**src/rtl/regfile_hazard_scoreboard_if.sv**
```systemverilog
// Decode-issue and writeback signal bundle for the register-file hazard scoreboard.
// master = decode/writeback side, slave = scoreboard.
interface regfile_hazard_scoreboard_if #(
    parameter int ADDR_W = 5
);
    // Handshake: id_ready is a function of pending state and flush only and never
    // looks at id_valid; an instruction issues in exactly the cycles where
    // id_valid and id_ready are both high, which is what the issue output reports.
    logic              id_valid;
    logic [ADDR_W-1:0] id_rs1;
    logic [ADDR_W-1:0] id_rs2;
    logic [ADDR_W-1:0] id_rd;
    logic              id_use_rs1;
    logic              id_use_rs2;
    logic              id_writes_rd;
    logic              id_ready;
    logic              issue;
    logic              wb_valid;
    logic [ADDR_W-1:0] wb_rd;
    logic              flush;

    modport master (
        output id_valid, id_rs1, id_rs2, id_rd, id_use_rs1, id_use_rs2, id_writes_rd,
        output wb_valid, wb_rd, flush,
        input  id_ready, issue
    );

    modport slave (
        input  id_valid, id_rs1, id_rs2, id_rd, id_use_rs1, id_use_rs2, id_writes_rd,
        input  wb_valid, wb_rd, flush,
        output id_ready, issue
    );
endinterface

```
**src/rtl/regfile_hazard_scoreboard.sv**
```systemverilog
// Register-file interlock: tracks outstanding writes and stalls decode on RAW/WAW hazards.
// Define WB_BYPASS_EN to let a same-cycle writeback release a dependent instruction.
module regfile_hazard_scoreboard #(
    parameter int NUM_REGS    = 32,
    parameter int ADDR_W      = 5,
    parameter int STALL_CNT_W = 16,
    parameter int STALL_LIMIT = 1024
) (
    input  logic                   clock,
    input  logic                   reset,
    regfile_hazard_scoreboard_if.slave sb,
    output logic [NUM_REGS-1:0]    pend_mask,
    output logic                   busy,
    output logic [STALL_CNT_W-1:0] stall_cnt,
    output logic                   deadlock,
    output logic                   err_spurious
);
    localparam int RUN_W = $clog2(STALL_LIMIT + 1);
    localparam logic [RUN_W-1:0] RUN_MAX  = RUN_W'(STALL_LIMIT);
    localparam logic [RUN_W-1:0] RUN_LAST = RUN_W'(STALL_LIMIT - 1);

    logic [NUM_REGS-1:0] eff_pend;
    logic [NUM_REGS-1:0] pend_next;
    logic [RUN_W-1:0]    run_cnt;
    logic                hazard;
    logic                stall;
    logic                spurious_wb;

`ifdef WB_BYPASS_EN
    logic [NUM_REGS-1:0] wb_hit;
    assign wb_hit   = sb.wb_valid ? (NUM_REGS'(1) << sb.wb_rd) : '0;
    assign eff_pend = pend_mask & ~wb_hit;
`else
    assign eff_pend = pend_mask;
`endif

    // x0 is hardwired, so an index of zero never forms a dependency.
    assign hazard = (sb.id_use_rs1   && eff_pend[sb.id_rs1] && (sb.id_rs1 != '0))
                  | (sb.id_use_rs2   && eff_pend[sb.id_rs2] && (sb.id_rs2 != '0))
                  | (sb.id_writes_rd && eff_pend[sb.id_rd]  && (sb.id_rd  != '0));

    assign sb.id_ready = ~hazard & ~sb.flush;
    assign sb.issue    = sb.id_valid & sb.id_ready;
    assign stall       = sb.id_valid & ~sb.id_ready;
    assign busy        = |pend_mask;

    assign spurious_wb = sb.wb_valid && (sb.wb_rd != '0) && !pend_mask[sb.wb_rd] && !sb.flush;

    // Clear is applied before set so a same-cycle issue to the written-back rd wins.
    always_comb begin
        pend_next = pend_mask;
        if (sb.flush) begin
            pend_next = '0;
        end else begin
            if (sb.wb_valid) pend_next[sb.wb_rd] = 1'b0;
            if (sb.issue && sb.id_writes_rd) pend_next[sb.id_rd] = 1'b1;
        end
        pend_next[0] = 1'b0;
    end

    always_ff @(posedge clock or negedge reset) begin
        if (!reset) begin
            pend_mask    <= '0;
            stall_cnt    <= '0;
            run_cnt      <= '0;
            deadlock     <= 1'b0;
            err_spurious <= 1'b0;
        end else begin
            pend_mask <= pend_next;

            if (stall && (stall_cnt != '1)) stall_cnt <= stall_cnt + 1'b1;

            // The run counter saturates at the limit; deadlock latches on the limit-th stall.
            if (stall && !sb.flush) begin
                if (run_cnt != RUN_MAX) run_cnt <= run_cnt + 1'b1;
                if (run_cnt >= RUN_LAST) deadlock <= 1'b1;
            end else begin
                run_cnt <= '0;
            end

            if (spurious_wb) err_spurious <= 1'b1;
        end
    end
endmodule

```
**src/flat_wrapper.sv**
```systemverilog
// flat-port wrapper written by rule: the top's interface ports become plain ports
module regfile_hazard_scoreboard_flat 
#(
    parameter int NUM_REGS    = 32,
    parameter int ADDR_W      = 5,
    parameter int STALL_CNT_W = 16,
    parameter int STALL_LIMIT = 1024
)
  (clock, reset, pend_mask, busy, stall_cnt, deadlock, err_spurious, sb_id_valid, sb_id_rs1, sb_id_rs2, sb_id_rd, sb_id_use_rs1, sb_id_use_rs2, sb_id_writes_rd, sb_wb_valid, sb_wb_rd, sb_flush, sb_id_ready, sb_issue);
  regfile_hazard_scoreboard_if #(.ADDR_W(ADDR_W)) sb_i ();
  input  logic clock;
  input  logic reset;
  output logic [NUM_REGS-1:0] pend_mask;
  output logic busy;
  output logic [STALL_CNT_W-1:0] stall_cnt;
  output logic deadlock;
  output logic err_spurious;
  input wire logic [$bits(sb_i.id_valid)-1:0] sb_id_valid;
  input wire logic [$bits(sb_i.id_rs1)-1:0] sb_id_rs1;
  input wire logic [$bits(sb_i.id_rs2)-1:0] sb_id_rs2;
  input wire logic [$bits(sb_i.id_rd)-1:0] sb_id_rd;
  input wire logic [$bits(sb_i.id_use_rs1)-1:0] sb_id_use_rs1;
  input wire logic [$bits(sb_i.id_use_rs2)-1:0] sb_id_use_rs2;
  input wire logic [$bits(sb_i.id_writes_rd)-1:0] sb_id_writes_rd;
  input wire logic [$bits(sb_i.wb_valid)-1:0] sb_wb_valid;
  input wire logic [$bits(sb_i.wb_rd)-1:0] sb_wb_rd;
  input wire logic [$bits(sb_i.flush)-1:0] sb_flush;
  output wire logic [$bits(sb_i.id_ready)-1:0] sb_id_ready;
  output wire logic [$bits(sb_i.issue)-1:0] sb_issue;
  assign sb_i.id_valid = sb_id_valid;
  assign sb_i.id_rs1 = sb_id_rs1;
  assign sb_i.id_rs2 = sb_id_rs2;
  assign sb_i.id_rd = sb_id_rd;
  assign sb_i.id_use_rs1 = sb_id_use_rs1;
  assign sb_i.id_use_rs2 = sb_id_use_rs2;
  assign sb_i.id_writes_rd = sb_id_writes_rd;
  assign sb_i.wb_valid = sb_wb_valid;
  assign sb_i.wb_rd = sb_wb_rd;
  assign sb_i.flush = sb_flush;
  assign sb_id_ready = sb_i.id_ready;
  assign sb_issue = sb_i.issue;
  regfile_hazard_scoreboard #(.NUM_REGS(NUM_REGS), .ADDR_W(ADDR_W), .STALL_CNT_W(STALL_CNT_W), .STALL_LIMIT(STALL_LIMIT)) u_core (.clock(clock), .reset(reset), .sb(sb_i), .pend_mask(pend_mask), .busy(busy), .stall_cnt(stall_cnt), .deadlock(deadlock), .err_spurious(err_spurious));
endmodule
```
**config.mk**
```make
export PLATFORM = sky130hd
export DESIGN_NAME = regfile_hazard_scoreboard_flat
export DESIGN_NICKNAME = d
export VERILOG_FILES = /design/src/rtl/regfile_hazard_scoreboard_if.sv /design/src/rtl/regfile_hazard_scoreboard.sv /design/src/flat_wrapper.sv
export SDC_FILE = /design/constraint.sdc
export NUM_CORES = 1
export LEC_CHECK = 0
export ABC_AREA = 1
export ABC_CLOCK_PERIOD_IN_PS = 3250
export BUFFER_PORTS_ARGS = -buffer_cell sky130_fd_sc_hd__buf_2
export CORE_ASPECT_RATIO = 1.1
export CORE_MARGIN = 5
export CORE_UTILIZATION = 40
export CTS_CLUSTER_SIZE = 8
export DETAILED_ROUTE_END_ITERATION = 6
export MAX_ROUTING_LAYER = met4
export PLACE_DENSITY = 0.63
export SYNTH_ARGS = -nofsm -noshare
export SYNTH_HDL_FRONTEND = slang
export SYNTH_SLANG_ARGS = --single-unit
export TNS_END_PERCENT = 5
```
**constraint.sdc**
```tcl
create_clock -name clock -period 3.25 [get_ports clock]
set_input_delay 0.1625 -clock clock [delete_from_list [all_inputs] [get_ports clock]]
set_output_delay 0.1625 -clock clock [all_outputs]
set_load 0.05 [all_outputs]
```
==> parameters.txt <==
Parameter                              Value

Clock tree
  CTS Buf Count ... 9
  CTS Hold Bufs ... 0
  Clock Tree Root ... sky130_fd_sc_hd__clkbuf_16
  Clock tree from TritonCTS ... done
  Maximum buffer depth of the clock tree ... 2
  Htree depth ... 3
  Clock latency on the worst-skew pair ... 0.33 ns
  TritonCTS Sinks ... 60
  Clock input transition at the sequential cells of the worst setup and hold paths ... 0.06 ns
  Post-cts repair resize count ... 0
  Post-CTS setup repair buffer count ... 0

Worst setup path
  Library cell contributing the largest single delay on the critical path ... sky130_fd_sc_hd__dfrtp_1
  Sum of buffers and inverters on the critical path ... 2
  Critical Path Start Type ... flip-flop
  Crit-path most repeated cell ... sky130_fd_sc_hd__nand2_1
  Type of element capturing the critical path ... output port
  Required time worst endpoint ... 3.09 ns
  Reg-to-reg slack, setup ... 0.83 ns
  Crit path max-delay family ... simple AND/OR/NAND/NOR gates
  Top fanout value on the critical path ... 21
  Data arrival time at the worst-slack endpoint ... 2.47 ns
  Worst Setup Path Type ... flip-flop to output port
  Peak per-stage delay on the critical path ... 0.44 ns
  Chain of cells forming the critical path ... inv_1, nand2_1, nand3_1, nand3_1, nand3_1, nand2_1, nand2_1, nand2_1, nand2_1, nand3_4, nor2_8, buf_2

Cells and area
  Highest-count cells in the layout ignoring fill and taps ... 219 x sky130_fd_sc_hd__nand2_1, 92 x sky130_fd_sc_hd__inv_1, 79 x sky130_fd_sc_hd__buf_2
  Area grow syn2layout ... 14.4%
  Commonest non-fill, non-tap cell in the layout ... sky130_fd_sc_hd__nand2_1
  Total inserted antenna cells ... 0
  Count of nets after finishing ... 840
  Fraction of the core area covered by cells at the end of the flow ... 0.469
  Area of all placed cells without fillers ... 0.00570 mm2
  Ratio of cells with drive above 1 in the final layout ... 0.215

Power
  Peak supply drop ... 249 uV
  Ratio of total power to cell area ... 395 mW/mm2
  Static Leak ... 2.68 nW

Outcome
  Status ... complete, but fails checks
  Failing checks ... hold timing

STA
  RSZ-0062 raised after global routing ... no
  Worst hold slack ... -0.00919 ns
  Final setup violation count ... 0
  Fmax ... 0.380 GHz
  Tmin final ... 2.63 ns
  Measured slew at the worst slew-check pin ... 0.978 ns
  Tcrit/Tclk final ... 0.810
  Max-slew headroom ... 0.348
  Final TNS setup ... 0 ns
  Worst-case clock skew ... 0.00776 ns
  Hold violation total from the final report ... 12
  Max-slew violation count ... 0

Die
  Floorplan die width ... 116 um
  Height of the die ... 127 um
  Ports ... 81
  Total number of placement rows ... 42
  Area of the die ... 0.0148 mm2
  Core footprint ... 0.0121 mm2
  Initial Util ... 0.410

Synth
  Number of enable-type register cells in the synthesized netlist ... 0
  Part of the Yosys area used for sequential elements ... 0.301
  Syn. warnings ... 0
  Fraction of registers with async set or reset after synthesis ... 1.00
  Gate count of the mapped netlist ... 740
  Yosys reg bits ... 60
  Distinct cell type count after synthesis ... 39
  Mapped Area ... 0.00498 mm2
  Average cell area after synthesis ... 6.73 um2
  Net Count, Synth ... 771
  Primary FF master, synth ... sky130_fd_sc_hd__dfrtp_1

Run
  Max-capacitance violation count ... 0

Routing
  Routed Antenna Nets ... 0
  Wirelength per Cell ... 16.5 um
  # DRC ... 0
  1st-iter DRT viols ... 551
  DR vias/cell ... 5.43
  Via count of the routed design ... 5256
  Post-Route WL ... 15900 um
  Number of detailed-route iterations in the first pass ... 5

Global routing
  Maximum number of pins on one net before global-route repair ... 42
  Wire length of the first global-routing pass ... 25600 um
  Total grt overflow ... 0
  Aggregate global-route resource usage ... 0.224
  Initial antenna violation count ... 0
  Vias in the first global route ... 5123

Place
  HPWL reported at the end of detailed placement ... 11600 um
  Number of input and output port buffers inserted ... 79
  Weighted congestion at the end of routability-driven global placement ... 1.00
  Cell area after placement ... 0.00540 mm2

Worst hold path
  Class of the worst hold path ... primary input to asynchronous set/reset pin
## report_power, final
group	total, mW	switching [mW]	internal, mW
clock	0.966	0.371	0.595
sequential	0.822	0.0438	0.778
combinational	0.465	0.352	0.112
## worst paths after layout
check                                                     start                         endpoint  depth (start not counted)
max in group asynchronous                                 reset    u_core.run_cnt[4]$_DFFE_PN0P_                          2
worst min-delay path                                      reset   u_core.pend_mask[20]$_DFF_PN0_                          1
min in group clock                                  sb_wb_valid  u_core.err_spurious$_DFFE_PN0P_                          3
worst min register to register  u_core.err_spurious$_DFFE_PN0P_  u_core.err_spurious$_DFFE_PN0P_                          2
worst max-delay path             u_core.pend_mask[11]$_DFF_PN0_                         sb_issue                         12
worst max register to register   u_core.pend_mask[11]$_DFF_PN0_   u_core.pend_mask[27]$_DFF_PN0_                         14
## kinds of logic (layout without fill, tap and decap cells)
| group | after synthesis | after routing | synth area share |
|---|---|---|---|
| compound gates | 101 | 101 | 0.131 |
| buf+inv | 122 | 196 | 0.116 |
| fa+ha+maj | 3 | 3 | 0.00754 |
| simple gates | 437 | 437 | 0.415 |
| flops | 60 | 60 | 0.301 |
| xor+xnor | 15 | 15 | 0.0264 |
| mux | 1 | 1 | 0.00201 |
| other cells | 1 | 1 | 0.000753 |
## through the flow
| step | setup slack [ns] | instances | power [mW] |
|---|---|---|---|
| 2_1_floorplan | 1.06 | 740 | 1.18 |
| 3_3_place_gp | 0.792 | 952 | 1.30 |
| 3_5_place_dp | 0.771 | 952 | 1.30 |
| 4_1_cts | 0.617 | 968 | 2.27 |
| 5_1_grt | 0.439 | 968 | 2.36 |
| 6_report | 0.616 | 968 | 2.25 |
## final cells by class
class,count,area (um2)
clock inverter,7,75.1
sequential,60,1500
multi-input combinational,558,2900
fill,1295,6440
timing repair buffer,84,433
tap,154,193
inverter,96,365
clock buffer,9,225
## synth_stat cells, types with 6 or more instances
cell | n | area share
sky130_fd_sc_hd__nand3_2 | 29 | 0.058
sky130_fd_sc_hd__inv_1 | 92 | 0.069
sky130_fd_sc_hd__o21ai_0 | 48 | 0.048
sky130_fd_sc_hd__xor2_1 | 7 | 0.012
sky130_fd_sc_hd__nand2_1 | 219 | 0.17
sky130_fd_sc_hd__a21oi_1 | 9 | 0.0090
sky130_fd_sc_hd__buf_4 | 7 | 0.011
sky130_fd_sc_hd__nand3_1 | 69 | 0.069
sky130_fd_sc_hd__o22ai_1 | 7 | 0.0088
sky130_fd_sc_hd__xnor2_1 | 8 | 0.014
sky130_fd_sc_hd__nor3_1 | 25 | 0.025
sky130_fd_sc_hd__nand4_1 | 10 | 0.013
sky130_fd_sc_hd__buf_2 | 6 | 0.0060
sky130_fd_sc_hd__nor2_1 | 63 | 0.047
sky130_fd_sc_hd__nor4_1 | 9 | 0.011
sky130_fd_sc_hd__dfrtp_1 | 60 | 0.30
sky130_fd_sc_hd__a21oi_2 | 29 | 0.051
## sequential cells by signal, summed over array words and instances (netlist names)
register and cells:
u_core.pend_mask 31, u_core.err_spurious 1, u_core.deadlock 1, u_core.stall_cnt 16, u_core.run_cnt 11
## worst reg2reg max path, stage by stage (launching register included)
cell	delay, ns
sky130_fd_sc_hd__dfrtp_1	0.44
sky130_fd_sc_hd__inv_1	0.19
sky130_fd_sc_hd__nand2_1	0.07
sky130_fd_sc_hd__nand3_1	0.10
sky130_fd_sc_hd__nand3_1	0.08
sky130_fd_sc_hd__nand3_1	0.08
sky130_fd_sc_hd__nand2_1	0.05
sky130_fd_sc_hd__nand2_1	0.06
sky130_fd_sc_hd__nand2_1	0.07
sky130_fd_sc_hd__nand2_1	0.12
sky130_fd_sc_hd__nand3_4	0.14
sky130_fd_sc_hd__nor2_8	0.36
sky130_fd_sc_hd__buf_4	0.32
sky130_fd_sc_hd__nand3_2	0.10
sky130_fd_sc_hd__a21oi_2	0.16
## layer usage
metal / GRT usage / vias up / share of wire
met4: 0.0894 / 0 / 0.035
met1: 0.302 / 2417 / 0.44
met3: 0.0511 / 51 / 0.088
met5: - / - / 0
met2: 0.323 / 245 / 0.44
li1: - / 2543 / -
Note: power is estimated with default switching activity, not from simulation.
